File: src/rtl/uart_pkg.sv
// Shared definitions for the memory-mapped UART transmitter: register offsets,
// STATUS bit positions and the transmit FSM state type.
package uart_pkg;

  localparam logic [31:0] TXDATA_OFS = 32'd0;
  localparam logic [31:0] STATUS_OFS = 32'd4;

  localparam int STAT_FULL   = 0;
  localparam int STAT_EMPTY  = 1;
  localparam int STAT_ACTIVE = 2;
  localparam int STAT_OVF    = 3;
  localparam int STAT_CNT_LO = 4;

  typedef enum logic [1:0] {
    IDLE  = 2'd0,
    START = 2'd1,
    DATA  = 2'd2,
    STOP  = 2'd3
  } tx_state_t;

endpackage

File: src/rtl/mmio_uart_tx_if.sv
// CPU data-bus slice seen by the UART: store strobe, address, store data and
// the register read-data return path.
interface mmio_uart_tx_if;

  logic        MemWrite;
  logic [31:0] DataAdr;
  logic [31:0] WriteData;
  logic [31:0] ReadData;

  modport master (
    output MemWrite,
    output DataAdr,
    output WriteData,
    input  ReadData
  );

  modport slave (
    input  MemWrite,
    input  DataAdr,
    input  WriteData,
    output ReadData
  );

endinterface

File: src/rtl/sync_fifo.sv
// Single-clock FIFO with occupancy count. A push while full is accepted only
// when a pop frees an entry on the same edge.
module sync_fifo #(
  parameter int WIDTH = 8,
  parameter int DEPTH = 4
) (
  input  logic                   clk,
  input  logic                   reset,
  input  logic                   push,
  input  logic                   pop,
  input  logic [WIDTH-1:0]       wr_data,
  output logic [WIDTH-1:0]       rd_data,
  output logic                   full,
  output logic                   empty,
  output logic [$clog2(DEPTH):0] count
);

  localparam int AW = $clog2(DEPTH);
  localparam int CW = AW + 1;

  logic [WIDTH-1:0] mem [DEPTH];
  logic [AW-1:0]    wr_ptr;
  logic [AW-1:0]    rd_ptr;
  logic             do_push;
  logic             do_pop;

  assign full    = (count == CW'(DEPTH));
  assign empty   = (count == '0);
  assign do_pop  = pop && !empty;
  assign do_push = push && (!full || do_pop);
  assign rd_data = mem[rd_ptr];

  // Pointers wrap naturally because DEPTH is a power of two.
  always_ff @(posedge clk or negedge reset) begin
    if (!reset) begin
      wr_ptr <= '0;
      rd_ptr <= '0;
      count  <= '0;
    end else begin
      if (do_push) wr_ptr <= wr_ptr + 1'b1;
      if (do_pop)  rd_ptr <= rd_ptr + 1'b1;
      case ({do_push, do_pop})
        2'b10:   count <= count + 1'b1;
        2'b01:   count <= count - 1'b1;
        default: count <= count;
      endcase
    end
  end

  always_ff @(posedge clk) begin
    if (do_push) mem[wr_ptr] <= wr_data;
  end

endmodule

File: src/rtl/mmio_uart_tx.sv
// Memory-mapped 8N1 UART transmitter: snoops CPU stores into TXDATA/STATUS,
// queues bytes in a FIFO and shifts them out LSB first on tx.
module mmio_uart_tx
  import uart_pkg::*;
#(
  parameter logic [31:0] ADDR_BASE    = 32'hFFFF_0000,
  parameter int          CLKS_PER_BIT = 16,
  parameter int          FIFO_DEPTH   = 4
) (
  input  logic                 clk,
  input  logic                 reset,
  mmio_uart_tx_if.slave        bus,
  output logic                 tx,
  output logic                 busy
);

  localparam int              BW         = $clog2(CLKS_PER_BIT);
  localparam int              CW         = $clog2(FIFO_DEPTH) + 1;
  localparam logic [BW-1:0]   BAUD_LAST  = BW'(CLKS_PER_BIT - 1);
  localparam logic [31:0]     TXDATA_ADR = ADDR_BASE + TXDATA_OFS;
  localparam logic [31:0]     STATUS_ADR = ADDR_BASE + STATUS_OFS;

  tx_state_t       state;
  tx_state_t       state_next;
  logic [BW-1:0]   baud_cnt;
  logic [BW-1:0]   baud_next;
  logic [2:0]      bit_cnt;
  logic [2:0]      bit_next;
  logic [7:0]      shift_reg;
  logic [7:0]      shift_next;
  logic            baud_done;
  logic            overflow;
  logic            active;

  logic            sel_txdata;
  logic            sel_status;
  logic            push;
  logic            pop;
  logic            fifo_full;
  logic            fifo_empty;
  logic [CW-1:0]   fifo_count;
  logic [7:0]      fifo_head;
  logic [1:0]      cnt_field;
  logic [31:0]     status_word;
  logic            unused_wdata;

  assign sel_txdata = (bus.DataAdr == TXDATA_ADR);
  assign sel_status = (bus.DataAdr == STATUS_ADR);
  assign push       = bus.MemWrite && sel_txdata;

  // Only the low byte of a TXDATA store is transmitted.
  assign unused_wdata = ^bus.WriteData[31:8];

  sync_fifo #(
    .WIDTH (8),
    .DEPTH (FIFO_DEPTH)
  ) u_fifo (
    .clk     (clk),
    .reset   (reset),
    .push    (push),
    .pop     (pop),
    .wr_data (bus.WriteData[7:0]),
    .rd_data (fifo_head),
    .full    (fifo_full),
    .empty   (fifo_empty),
    .count   (fifo_count)
  );

  // A store to a full FIFO is lost unless the FSM frees a slot on that edge.
  always_ff @(posedge clk or negedge reset) begin
    if (!reset) begin
      overflow <= 1'b0;
    end else if (bus.MemWrite && sel_status) begin
      overflow <= 1'b0;
    end else if (push && fifo_full && !pop) begin
      overflow <= 1'b1;
    end
  end

  always_ff @(posedge clk or negedge reset) begin
    if (!reset) begin
      state     <= IDLE;
      baud_cnt  <= '0;
      bit_cnt   <= '0;
      shift_reg <= '0;
    end else begin
      state     <= state_next;
      baud_cnt  <= baud_next;
      bit_cnt   <= bit_next;
      shift_reg <= shift_next;
    end
  end

  assign baud_done = (baud_cnt == BAUD_LAST);

  // The stop bit hands straight to the next start bit when data is waiting,
  // so queued bytes go out with no idle gap.
  always_comb begin
    state_next = state;
    baud_next  = baud_cnt + 1'b1;
    bit_next   = bit_cnt;
    shift_next = shift_reg;
    pop        = 1'b0;
    tx         = 1'b1;
    case (state)
      IDLE: begin
        baud_next = '0;
        bit_next  = '0;
        if (!fifo_empty) begin
          pop        = 1'b1;
          shift_next = fifo_head;
          state_next = START;
        end
      end
      START: begin
        tx = 1'b0;
        if (baud_done) begin
          baud_next  = '0;
          state_next = DATA;
        end
      end
      DATA: begin
        tx = shift_reg[0];
        if (baud_done) begin
          baud_next  = '0;
          shift_next = {1'b0, shift_reg[7:1]};
          if (bit_cnt == 3'd7) begin
            bit_next   = '0;
            state_next = STOP;
          end else begin
            bit_next = bit_cnt + 3'd1;
          end
        end
      end
      STOP: begin
        tx = 1'b1;
        if (baud_done) begin
          baud_next = '0;
          if (!fifo_empty) begin
            pop        = 1'b1;
            shift_next = fifo_head;
            state_next = START;
          end else begin
            state_next = IDLE;
          end
        end
      end
      default: begin
        state_next = IDLE;
      end
    endcase
  end

  assign active = (state != IDLE);
  assign busy   = active || !fifo_empty;

  // Two count bits only; deeper occupancy reads as 3 and full tells the rest.
  assign cnt_field = (int'(fifo_count) > 3) ? 2'b11 : fifo_count[1:0];

  always_comb begin
    status_word                      = '0;
    status_word[STAT_FULL]           = fifo_full;
    status_word[STAT_EMPTY]          = fifo_empty;
    status_word[STAT_ACTIVE]         = active;
    status_word[STAT_OVF]            = overflow;
    status_word[STAT_CNT_LO +: 2]    = cnt_field;
  end

  assign bus.ReadData = sel_status ? status_word : 32'h0;

endmodule
File: src/flat_wrapper.sv
// flat-port wrapper written by rule: the top's interface ports become plain ports
module mmio_uart_tx_flat import uart_pkg::*;
#(
  parameter logic [31:0] ADDR_BASE    = 32'hFFFF_0000,
  parameter int          CLKS_PER_BIT = 16,
  parameter int          FIFO_DEPTH   = 4
)
  (clk, reset, tx, busy, bus_MemWrite, bus_DataAdr, bus_WriteData, bus_ReadData);
  mmio_uart_tx_if bus_i ();
  input  logic clk;
  input  logic reset;
  output logic tx;
  output logic busy;
  input wire logic [$bits(bus_i.MemWrite)-1:0] bus_MemWrite;
  input wire logic [$bits(bus_i.DataAdr)-1:0] bus_DataAdr;
  input wire logic [$bits(bus_i.WriteData)-1:0] bus_WriteData;
  output wire logic [$bits(bus_i.ReadData)-1:0] bus_ReadData;
  assign bus_i.MemWrite = bus_MemWrite;
  assign bus_i.DataAdr = bus_DataAdr;
  assign bus_i.WriteData = bus_WriteData;
  assign bus_ReadData = bus_i.ReadData;
  mmio_uart_tx #(.ADDR_BASE(ADDR_BASE), .CLKS_PER_BIT(CLKS_PER_BIT), .FIFO_DEPTH(FIFO_DEPTH)) u_core (.clk(clk), .reset(reset), .bus(bus_i), .tx(tx), .busy(busy));
endmodule
File: config.mk
export PLATFORM = sky130hd
export DESIGN_NAME = mmio_uart_tx_flat
export DESIGN_NICKNAME = d
export VERILOG_FILES = /design/src/rtl/uart_pkg.sv /design/src/rtl/mmio_uart_tx_if.sv /design/src/rtl/sync_fifo.sv /design/src/rtl/mmio_uart_tx.sv /design/src/flat_wrapper.sv
export SDC_FILE = /design/constraint.sdc
export NUM_CORES = 1
export LEC_CHECK = 0
export BUFFER_PORTS_ARGS = -buffer_cell sky130_fd_sc_hd__buf_2
export CORE_AREA = 2 2 89 74
export CTS_BUF_LIST = sky130_fd_sc_hd__clkbuf_8
export CTS_CLUSTER_DIAMETER = 120
export DETAILED_ROUTE_END_ITERATION = 8
export DIE_AREA = 0 0 91 76
export PLACE_DENSITY = 0.89
export SYNTH_ARGS = -nofsm -noshare
export SYNTH_HDL_FRONTEND = slang
export SYNTH_SLANG_ARGS = --single-unit
File: constraint.sdc
create_clock -name clk -period 3.26 [get_ports clk]
set_clock_uncertainty 0.15 [all_clocks]
set_input_delay 0.652 -clock clk [delete_from_list [all_inputs] [get_ports clk]]
set_output_delay 0.652 -clock clk [all_outputs]
set_load 0.005 [all_outputs]
==> impl_results.md, run 1 <==
- Vias per cell: 4.91
- Gpl congestion: 0.758
- Setup TNS: 0 ns
- 1st-iter DRT viols: 119
- Row count: 26
- Pin count of the biggest net entering global routing: 26
- CP max-delay cell: nor4b_1
- Post-synth EDFFs: 32
- CTS tree: yes
- Reg2reg setup slack: 0.49 ns
- Clk pin slew, worst setup/hold paths: 0.06 ns
- Most frequent cell after synthesis: edfxtp_1
- Htree depth: 3
- YS warnings: 0
- Die W: approximately 90 microns
- Slew headroom: 59.3%
- Crit Path Class: in -> out
- Fillers: between 500 and 600
- Vias: 1887
- Ant. Diodes: 0
- Cell Chain, Critical Path: buf_2, nor4b_1, and4_2, nand3_1, nor2_1, buf_2
- Number of global-route vias before repair: 1859
- Die ar.: 6920 sq um
- Crit path max fanout: 6
- Layout net count: 375
- Capturing point of the worst reg2reg path: u_core.u_fifo.count[2]$_DFFE_PN0P_
- Syn_area_per_cell: 12.5 sq um
- Largest area contributor in the netlist: edfxtp_1
- Share of flip-flops with an asynchronous set or reset: 43.9%
- Grt ovf: 0
- Worst hold path type: in -> async
- CP Launch Type: input pin
- Synth top cells by count: 32 x edfxtp_1, 26 x buf_4, 25 x dfrtp_1
- Synth Instances: 233
- R2R Path Start: u_core.state[0]$_DFFE_PN0P_
- Worst skew pair latency: 0.33 ns
- Root Buffer: clkbuf_8
- First-pass GRT wire length: ~8500 microns
- Synth unique cells: 46
- WP data arrival: 1.98 ns
- Max Slew Vio Count: 0
- Reg2reg path depth: 12
- PwrDens: around 400 nW/um^2
- Cells after DPL: 368
- Max Clk Rate: 0.360 GHz
- Wire per inst: 13.7 microns
- Hold-fix buffers, CTS: 0
- Unrepaired setup endpoints after global routing: no
- Core area: 6120 sq um
- Initial Util: 47.7%
- Tcrit/Tclk final: 85.3%
- Synth-to-Final Area Change: 14.8%
- Post-synth top area share: roughly a third
- Postcts setup bufs: 0
- Mapped Area: 2920 sq um
- Seq. cell area: 1590 sq um
- Drt first pass iters: 4
- Clk buf depth: 2
- LEAKAGE: 1.45 nW
- Final Hold Fails: 0
- Total GRT Usage: between 15 and 20%
- Remaining antenna violation count: 0
- Die Y: between 70 and 80 microns
- PortBufs: 50
- Peak VDD IR: 0.264 mV
- Largest register FFs: 32
- Largest stage delay on the critical path: 0.38 ns
- # DRC: 0
- CP Data Required Time: 2.46 ns
- Sequential fraction of the synthesis area: 54.4%
- Post-synth top flop: edfxtp_1
- Seq cells post-synth: 57
- Top cells by area, synth: edfxtp_1 33%, dfrtp_1 21%, buf_4 6.7%
- Final wirelength: 5260 microns
- Clock sink total: between 50 and 60
- Share of cells above drive strength 1: 29.3%
- CP endpoint kind: output port
- Status: completed
- Fin cells: around 380
- Post-CTS sizing: 0
- # Max-Cap Violations: 0
- Detailed Place HPWL: between 3000 and 4000 microns
- Slew @ Worst Pin: 0.611 ns
- CTS Buf Count: 9
- Tmin final: roughly 2.8 ns
- CP dominant cell by count: buf_2
- # setup viols final: 0
- Multi-input gate area: 1140 sq um
- Initial antenna violation count: 0
- IO Pins: just over 100
-- metal layers --
layer / up-vias / share of wire, % / GRT usage (%)
li1: 915 / - / -
met1: 883 / 43 / 19.6
met2: 76 / 49 / 26.1
met3: 13 / 4.7 / 2.87
met4: 0 / 2.8 / 10.3
met5: - / 0 / 0
-- report_power, final --
group	leakage, nW	internal [mW]	switching [mW]	total [mW]
logic	0.759	0.0194	0.0263	0.0457
clock network	0.0902	0.260	0.266	0.527
registers	0.597	0.763	0.00000000132	0.763
total	1.45	1.04	0.293	1.33
-- worst max path at each step --
stage / to / depth (start not counted) / slack (ns) / startpoint
final: bus_ReadData[0] / 6 / 0.48 / bus_DataAdr[8]
after global routing: tx / 6 / 0.28 / u_core.state[0]$_DFFE_PN0P_
after CTS: bus_ReadData[0] / 6 / 0.47 / bus_DataAdr[8]
after detailed placement: u_core.u_fifo.count[2]$_DFFE_PN0P_ / 11 / 0.31 / bus_DataAdr[8]
after global placement: u_core.u_fifo.count[2]$_DFFE_PN0P_ / 11 / 0.35 / bus_DataAdr[8]
after floorplan: u_core.u_fifo.count[2]$_DFFE_PN0P_ / 10 / 0.49 / bus_DataAdr[8]
-- area by class of cell --
class	instances	area share (%)
Clock buffer	9	3.70
Clock inverter	7	0.896
Inverter	16	1.79
Multi-Input combinational cell	154	34.1
Sequential cell	57	47.3
Tap cell	84	3.14
Timing Repair Buffer	57	9.03
-- critical path: cells and delay by family --
kind,cells,cell delay [ns]
and+or+nand+nor,4,1.10
buffers and inverters,2,0.22
-- layout by cell type, fill, tap and decap left out, types with 5 or more instances in the layout --
| master | netlist | routed |
|---|---|---|
| a21oi_1 | 11 | 11 |
| buf_2 | 1 | 50 |
| buf_4 | 26 | 7 |
| clkbuf_8 | 0 | 9 |
| conb_1 | 1 | 26 |
| dfrtp_1 | 25 | 25 |
| edfxtp_1 | 32 | 32 |
| ha_1 | 12 | 12 |
| inv_1 | 15 | 17 |
| mux2i_1 | 10 | 10 |
| mux4_2 | 8 | 8 |
| nand2_1 | 7 | 7 |
| nor2_1 | 20 | 20 |
| nor3_1 | 8 | 8 |
| nor4_1 | 5 | 5 |
| o21ai_0 | 5 | 5 |
-- per-stage QoR --
stage / util [%] / instance area, sq um / setup slack, ns / hold slack (ns) / power, mW
final: 54.8 / 3350 / 0.479 / 0.154 / 1.33
after CTS: 54.8 / 3350 / 0.471 / 0.164 / 1.35
after global routing: 54.8 / 3350 / 0.285 / 0.196 / 1.38
after floorplan: - / 3010 / 0.495 / 0.206 / 0.811
after global placement: 52.3 / 3200 / 0.350 / 0.326 / 0.821
after detailed placement: 52.3 / 3200 / 0.313 / 0.348 / 0.823
-- cell families after synthesis --
family          Yosys count  synth area share, %
buf+inv                  47                 9.69
xor+xnor                  7                 2.10
other cells               1                0.128
simple gates             64                 11.8
fa+ha+maj                13                 5.83
mux                      20                 10.5
flops                    57                 54.4
compound gates           24                 5.57
Power figures use the tool's default switching activity.
==> inputs of run 2 (changes only) <==
==> constraint.sdc (replaced) <==
create_clock -name clk -period 3.26 [get_ports clk]
set_clock_uncertainty 0.15 [all_clocks]
set_input_delay 0.489 -clock clk [delete_from_list [all_inputs] [get_ports clk]]
set_output_delay 0.489 -clock clk [all_outputs]
set_load 0.005 [all_outputs]
==> run 2 against run 1 <==
First-iteration DRC count is 18% lower. Highest routed layer unchanged. Via count rose by 1.7%. Maximum frequency grew 1.1%. Final cell count unchanged. Critical endpoint is now u_core.u_fifo.count[2]$_DFFE_PN0P_.
==> impl_results.md, run 2 (synthesis gave the netlist of run 1 again) <==
- Status: completed
- Root Buffer: clkbuf_8
- Most frequent cells in the layout: 50 x buf_2, 32 x edfxtp_1, 26 x conb_1
- Htree depth: 3 (unchanged)
- Slew @ Worst Pin: 0.577 ns (-0.0339 ns)
- Final core utilization: 55.0% (+0.18 points)
- Clock sink total: 57 (unchanged)
- First-pass GRT wire length: 8220 microns (-3.6%)
- Core area: 6120 sq um (unchanged)
- Max Slew Vio Count: 0 (unchanged)
- Die Y: 76 microns (unchanged)
- CTS Buf Count: 9 (unchanged)
- Share of cells above drive strength 1: 29.0% (-0.33 points)
- Layout net count: 375 (unchanged)
- Gpl congestion: 0.761 (+0.36%)
- Postcts setup bufs: 0 (unchanged)
- Vias per cell: 5.00 (+1.7%)
- Tcrit/Tclk final: 84.4% (-0.91 points)
- Detailed Place HPWL: 3690 microns (-0.75%)
- Metal1 wirelength: 2170 microns (-4.8%)
- Vias: 1919 (+1.7%)
- # DRC: 0 (unchanged)
- Crit path max fanout: 5 (-1)
- Post-CTS sizing: 0 (unchanged)
- Number of global-route vias before repair: 1777 (-4.4%)
- Worst hold path type: in -> reg
- Initial Util: 47.7% (unchanged)
- Initial antenna violation count: 0 (unchanged)
- # Max-Cap Violations: 0 (unchanged)
- LEAKAGE: 1.45 nW (about the same)
- PortBufs: 50 (unchanged)
- IO Pins: 101 (unchanged)
- Total GRT Usage: 15.4% (-0.58 points)
- PwrDens: 401 nW/um^2 (+0.80%)
- Die ar.: 6920 sq um (unchanged)
- Wire per inst: 13.1 microns (-4.3%)
- Largest register FFs: 32 (unchanged)
- 1st-iter DRT viols: 97 (-18%)
- # setup viols final: 0 (unchanged)
- Clk buf depth: 2 (unchanged)
- Top Layer Used: met4
- Die W: 91 microns (unchanged)
- CP Data Required Time: 3.37 ns (+0.91 ns)
- Commonest non-fill, non-tap cell in the layout: buf_2
- Grt ovf: 0 (unchanged)
- Drt first pass iters: 5 (+1)
- Unrepaired setup endpoints after global routing: no
- Synth-to-Final Area Change: 15.2%
- Crit Path Class: reg -> reg
- Final Hold Fails: 0 (unchanged)
- CP endpoint kind: register
- Tmin final: 2.75 ns (-0.0296 ns)
- Max Clk Rate: 0.363 GHz (+1.1%)
- Pin count of the biggest net entering global routing: 26 (unchanged)
- Wire length on met2: 2520 microns (-2.7%)
- Slew headroom: 61.5% (+2.3 points)
- Ant. Diodes: 0 (unchanged)
- CP Launch Type: register
- CTS tree: yes
- Final wirelength: 5040 microns (-4.3%)
- Worst skew pair latency: 0.33 ns (about the same)
- Peak VDD IR: 0.368 mV (+40%)
- Setup TNS: 0 ns (unchanged)
- Remaining antenna violation count: 0 (unchanged)
- Met3 wire len: 253 microns (+2.0%)
- Row count: 26 (unchanged)
- Clk pin slew, worst setup/hold paths: 0.06 ns (about the same)
- WP data arrival: 2.86 ns (+0.88 ns)
## run 2: cell types whose count changed in the layout (fill, tap and decap cells not counted)
| cell | delta |
|---|---|
| clkbuf_8 | +1 |
| dlygate4sd3_1 | +1 |
| buf_4 | -1 |
| clkinv_2 | -1 |
| inv_1 | -1 |
| clkinv_1 | +1 |
## run 2: layout make-up
class / instances / area, sq um
inverter: 16 / 60.1
timing repair buffer: 57 / 305
sequential: 57 / 1590
multi-input combinational: 154 / 1140
tap: 84 / 105
fill: 501 / 2750
clock inverter: 6 / 25.0
clock buffer: 10 / 138
## run 2: power by group
group | internal, mW | switching (mW) | total [mW]
sequential | 0.763 | 0.00000000115 | 0.763
combinational | 0.0202 | 0.0262 | 0.0464
clock | 0.282 | 0.259 | 0.541
## run 2: per-stage QoR
stage	hold slack (ns)	power, mW	instance area (sq um)	cells	worst slack (ns)
after detailed placement	0.336	0.822	3190	367	0.341
after global placement	0.328	0.821	3190	367	0.369
after CTS	0.207	1.36	3360	384	0.521
after floorplan	0.0434	0.811	3010	258	0.658
after global routing	0.215	1.40	3360	384	0.352
final	0.219	1.35	3360	384	0.509
## run 2: path summary, 6_finish.rpt
kind,cells past startpoint,slack [ns],start,to
worst min register to register,1,0.35,u_core.overflow$_DFFE_PN0P_,u_core.overflow$_DFFE_PN0P_
worst max register to register,12,0.51,u_core.state[0]$_DFFE_PN0P_,u_core.u_fifo.count[2]$_DFFE_PN0P_
worst max-delay path,12,0.51,u_core.state[0]$_DFFE_PN0P_,u_core.u_fifo.count[2]$_DFFE_PN0P_
min in group asynchronous,2,0.56,reset,u_core.shift_reg[5]$_DFFE_PN0P_
worst min-delay path,1,0.22,bus_WriteData[3],u_core.u_fifo.mem[0][3]$_DFFE_PP_
max in group asynchronous,2,2.03,reset,u_core.bit_cnt[1]$_DFFE_PN0P_
## run 2: layer usage
layer / vias up / track usage [%]
met5: - / 0
met4: 0 / 10.2
met3: 11 / 2.77
met2: 68 / 24.6
met1: 931 / 19.3
li1: 909 / -
## run 2: repair_timing
action                                  CTS  global route
hold endpoints to repair                 25             0
hold buffers                              1             0
endpoints found under the setup margin    0             0
## run 2: worst max-delay path, cell delays in order (launching register included)
cell and delay, ns:
dfrtp_1 0.41, inv_1 0.12, ha_1 0.23, a41oi_1 0.33
o21bai_4 0.10, nand2_1 0.17, or2_2 0.14, ha_1 0.17
inv_1 0.06, fa_1 0.37, xor2_1 0.15, nor2_1 0.11
xor2_1 0.15
